--- src/rtl/if_fetch_ctrl.sv ---
// rtl/if_fetch_ctrl.sv - instruction-fetch sequencer with 2-entry fetch FIFO and redirect handling
module if_fetch_ctrl #(
  parameter logic [31:0] PC_BASE  = 32'h0000_3000,
  parameter int          IM_WORDS = 1024
) (
  input  logic        clk,
  input  logic        reset_n,
  output logic [31:0] im_addr,
  input  logic [31:0] im_data,
  input  logic        redir_valid,
  input  logic [31:0] redir_target,
  output logic        out_valid,
  input  logic        out_ready,
  output logic [31:0] out_instr,
  output logic [31:0] out_pc,
  output logic        fetch_fault
);

  typedef enum logic [1:0] {
    RUN   = 2'd0,
    FULL  = 2'd1,
    FAULT = 2'd2
  } state_e;

  // One past the last fetchable byte address; 33 bits so the compare cannot wrap.
  localparam logic [32:0] PC_END = {1'b0, PC_BASE} + 33'(4 * IM_WORDS);

  state_e      state_q, state_d;
  logic [31:0] pc_q, pc_d;
  logic        rd_ptr_q, rd_ptr_d;
  logic        wr_ptr_q, wr_ptr_d;
  logic [1:0]  count_q, count_d;
  logic [31:0] fifo_pc_q    [2];
  logic [31:0] fifo_instr_q [2];

  logic pop;
  logic push;
  logic in_range;
  logic can_push;

  assign out_valid   = (count_q != 2'd0);
  assign pop         = out_valid & out_ready;
  assign in_range    = (pc_q >= PC_BASE) && ({1'b0, pc_q} < PC_END);
  assign can_push    = (count_q < 2'd2) | pop;
  assign out_instr   = out_valid ? fifo_instr_q[rd_ptr_q] : 32'd0;
  assign out_pc      = out_valid ? fifo_pc_q[rd_ptr_q]    : 32'd0;
  assign im_addr     = pc_q - PC_BASE;
  assign fetch_fault = (state_q == FAULT);

  always_comb begin
    state_d  = state_q;
    pc_d     = pc_q;
    rd_ptr_d = rd_ptr_q;
    wr_ptr_d = wr_ptr_q;
    count_d  = count_q;
    push     = 1'b0;
    if (redir_valid) begin
      // A pop this cycle is still handshaken, but the flush discards everything.
      state_d  = RUN;
      pc_d     = {redir_target[31:2], 2'b00};
      rd_ptr_d = 1'b0;
      wr_ptr_d = 1'b0;
      count_d  = 2'd0;
    end else begin
      if (pop) begin
        rd_ptr_d = ~rd_ptr_q;
      end
      unique case (state_q)
        RUN: begin
          if (can_push) begin
            if (in_range) begin
              push     = 1'b1;
              pc_d     = pc_q + 32'd4;
              wr_ptr_d = ~wr_ptr_q;
            end else begin
              state_d = FAULT;
            end
          end
          if (push && !pop && count_q == 2'd1) begin
            state_d = FULL;
          end
        end
        FULL: begin
          // Drain a slot first; fetching resumes the cycle after.
          if (pop) begin
            state_d = RUN;
          end
        end
        FAULT: begin
          state_d = FAULT;
        end
        default: begin
          state_d = RUN;
        end
      endcase
      count_d = count_q + {1'b0, push} - {1'b0, pop};
    end
  end

  always_ff @(posedge clk or negedge reset_n) begin
    if (!reset_n) begin
      state_q  <= RUN;
      pc_q     <= PC_BASE;
      rd_ptr_q <= 1'b0;
      wr_ptr_q <= 1'b0;
      count_q  <= 2'd0;
    end else begin
      state_q  <= state_d;
      pc_q     <= pc_d;
      rd_ptr_q <= rd_ptr_d;
      wr_ptr_q <= wr_ptr_d;
      count_q  <= count_d;
    end
  end

  always_ff @(posedge clk) begin
    if (push) begin
      fifo_pc_q[wr_ptr_q]    <= pc_q;
      fifo_instr_q[wr_ptr_q] <= im_data;
    end
  end

endmodule
--- config.mk ---
export PLATFORM = sky130hd
export DESIGN_NAME = if_fetch_ctrl
export DESIGN_NICKNAME = d
export VERILOG_FILES = /design/src/rtl/if_fetch_ctrl.sv
export SDC_FILE = /design/constraint.sdc
export NUM_CORES = 1
export LEC_CHECK = 0
export BUFFER_PORTS_ARGS = -buffer_cell sky130_fd_sc_hd__buf_2
export CAP_MARGIN = 15
export CORE_MARGIN = 2
export CORE_UTILIZATION = 50
export CTS_CLUSTER_SIZE = 40
export DETAILED_ROUTE_END_ITERATION = 8
export MAX_ROUTING_LAYER = met4
export PLACE_DENSITY_LB_ADDON = 0.25
export SLEW_MARGIN = 25
export SYNTH_ARGS = -nofsm -noshare
export SYNTH_HDL_FRONTEND = slang
export SYNTH_SLANG_ARGS = --single-unit
export TNS_END_PERCENT = 30
--- constraint.sdc ---
create_clock -name clk -period 11.25 [get_ports clk]
set_clock_uncertainty 0.1 [all_clocks]
set_input_delay 2.25 -clock clk [delete_from_list [all_inputs] [get_ports clk]]
set_output_delay 2.25 -clock clk [all_outputs]
set_load 0.03 [all_outputs]
==> impl_metrics.py <==
metrics = {
    "cts": {
        "ctsHoldBuffers": 0,
        "clk_pin_slew_worst_paths_ps": 60,
        "clk_latency_ps": 420,
        "cts-root-buf": "clkbuf_16",
        "cts_sinks": 160,
        "cts_tree": "yes",
        "cts_buffer_depth": 2,
        "cts_buffers": 17,
        "htreeDepth": 4,
        "cts_resized": 0,
        "cts_setup_buffers": 0,
    },
    "synth": {
        "synth_edf_count": 124,
        "synth_flop_cell": "edfxtp_1",
        "avgSynthCellArea_um2": 13.80,
        "synthArstFlopShare_pct": 22.50,
        "ys_seq_area_share_pct": 65.36,
        "netlist_instances": 513,
        "syn-cell-area_um2": 7079,
        "yosysWarningCount": 0,
        "ys_seq_elements": 160,
        "yosysUniqueCellTypes": 51,
    },
    "timing": {
        "hold_viol_final": 0,
        "maxSlewHeadroom_pct": 41.38,
        "rsz0062_at_grt": "no",
        "worstMarginPinSlew_ps": 879.3,
        "worst_slack_ps": 6270,
        "holdWs_ps": 430.4,
        "period_share_pct": 44.27,
        "finalSetupTns_ps": 0,
        "fin_crit_ps": 4980,
        "final-setup-viol-count": 0,
        "max_freq_mhz": 200.8,
        "finalMaxSlewViolations": 0,
    },
    "route": {
        "dr.pass1.iters": 5,
        "vias_per_cell": 5.402,
        "drc": 0,
        "vias": 4619,
        "routed_wl_mm": 14.86,
        "wire_per_inst_um": 17.37,
        "drt_iter0_drc": 369,
        "ant_nets": 0,
    },
    "finish": {
        "layout_commonest_cell": "buf_2",
        "fin_cells": 855,
        "final_area_um2": 8534,
        "mostFrequentLayoutCells": "buf_2, edfxtp_1, nor2_1",
        "nets": 736,
        "synthToLayoutAreaGrowth_pct": 20.56,
        "utilization_pct": 61.48,
        "diodes": 0,
        "drive_gt1_share_pct": 33.48,
    },
    "floorplan": {
        "die_y_um": 123.0,
        "die_w_um": 123.0,
        "fp.coreArea_um2": 13880,
        "die_area_um2": 15130,
        "row_count": 43,
        "io_pins": 166,
        "start_util_pct": 51.00,
    },
    "critical_path": {
        "critical-path-top-delay-family": "simple AND/OR/NAND/NOR gates",
        "crit_type": "flip-flop to output port",
        "path_cells": "nor4_4 -> nand2b_1 -> nor4b_1 -> xor2_1 -> buf_2",
        "critPathArrivalTime_ps": 2630,
        "slowest_delay_ps": 610,
        "crit_required_ps": 8900,
        "crit_slowest_cell": "nor4_4",
        "worstSetupStartpointType": "flip-flop",
        "crit_fanout": 9,
        "path_buf_inv": 1,
        "crit_path_end_kind": "output port",
    },
    "grt": {
        "antenna_found_initial": 0,
        "gr-total-overflow": 0,
        "grt_max_degree": 42,
        "grt.total_usage_pct": 20.44,
        "grt_pass1_wl_mm": 22.67,
        "grt_pass1_vias": 4426,
    },
    "hold_path": {
        "hold_path.class": "flip-flop to flip-flop",
    },
    "power_and_ir_drop": {
        "vdd_drop_max_uv": 105.5,
        "p_leak_nw": 3.242,
        "power.density_nw_per_um2": 206.0,
        "power.total_mw": 1.758,
    },
    "placement": {
        "dp_hpwl_mm": 10.04,
        "post_dp_cell_area_um2": 8006,
        "post-place-ws_ps": 6287,
        "port_buffers": 159,
        "dpl.cell_count": 824,
        "place.gp.congestion": 0.7867,
    },
    "job": {
        "drv_cap": 0,
    },
    "outcome": {
        "status": "finished, final reports clean",
    },
}
-- worst reg2reg max path, delay by kind of cell (launching register included) --
kind | cells | cell delay (ps)
buffers and inverters | 1 | 580
flip-flops | 1 | 630
adder cells (fa/ha/maj) | 1 | 300
AND/OR/NAND/NOR | 4 | 1830
-- synth_stat cells (all sizes together) (2+ instances only) --
library cell,number,area [µm²]
a21oi,5,25.02
a31oi,8,50.05
buf,25,155.1
clkbuf,12,45.04
dfrtp,34,850.8
dfstp,2,52.55
edfxtp,124,3724
ha,5,62.56
inv,7,26.28
mux2,17,191.4
mux2i,63,630.6
nand2,11,41.29
nand2b,4,25.02
nand3,11,55.05
nand4,9,77.57
nor2,86,322.8
nor2b,4,25.02
nor3,5,30.03
nor3b,3,27.52
nor4,8,92.58
nor4b,4,35.03
o21ai,2,10.01
o31a,4,35.03
o31ai,11,82.58
or3,3,23.77
or4,13,101.4
xnor2,9,78.83
xor2,12,105.1
-- logic make-up after synthesis --
kind of cell,count (synthesis),share of synthesized area (%)
AND/OR/NAND/NOR,166,12.71
flip-flops,160,65.36
multiplexers,80,11.61
buffers and inverters,45,3.252
AO/OA/AOI/OAI,35,3.535
XOR/XNOR,21,2.598
adder cells (fa/ha/maj),5,0.8837
other,1,0.05297
-- power breakdown --
part,total (mW),internal [mW],switching (mW)
clock network,0.515,0.298,0.217
registers,0.704,0.657,0.0469
logic,0.539,0.170,0.370
total,1.76,1.12,0.634
-- metal layers --
metal / routed length [µm] / track usage (%)
met4: 208 / 6.889
met2: 7527 / 33.46
met3: 882 / 4.705
met1: 6235 / 25.25
met5: 0 / -
-- registers in the layout, indices dropped and copies added, names as in the netlist --
| name | cells |
|---|---|
| count_q | 2 |
| fifo_instr_q | 64 |
| fifo_pc_q | 60 |
| pc_q | 30 |
| rd_ptr_q | 1 |
| state_q | 2 |
| wr_ptr_q | 1 |
-- area by class of cell --
cell class | instances | area, µm²
clock inverter | 13 | 98.84
multi-input combinational | 311 | 2252
tap | 180 | 225.2
fill | 1112 | 5346
timing repair buffer | 165 | 868.3
inverter | 8 | 30.03
sequential | 160 | 4631
clock buffer | 18 | 429.2
-- path summary, 6_finish.rpt --
| kind | startpoint | end | slack [ps] | depth (start not counted) |
|---|---|---|---|---|
| max | pc_q[15] | im_addr[30] | 6270 | 5 |
| min | state_q[0] | state_q[1] | 430 | 1 |
| max reg2reg | pc_q[12] | fifo_instr_q[1][8] | 7430 | 6 |
| min reg2reg | state_q[0] | state_q[1] | 430 | 1 |
| max in group asynchronous | reset_n | rd_ptr_q | 8550 | 1 |
| min in group asynchronous | reset_n | pc_q[29] | 1850 | 1 |
(Power assumes the default switching activity.)
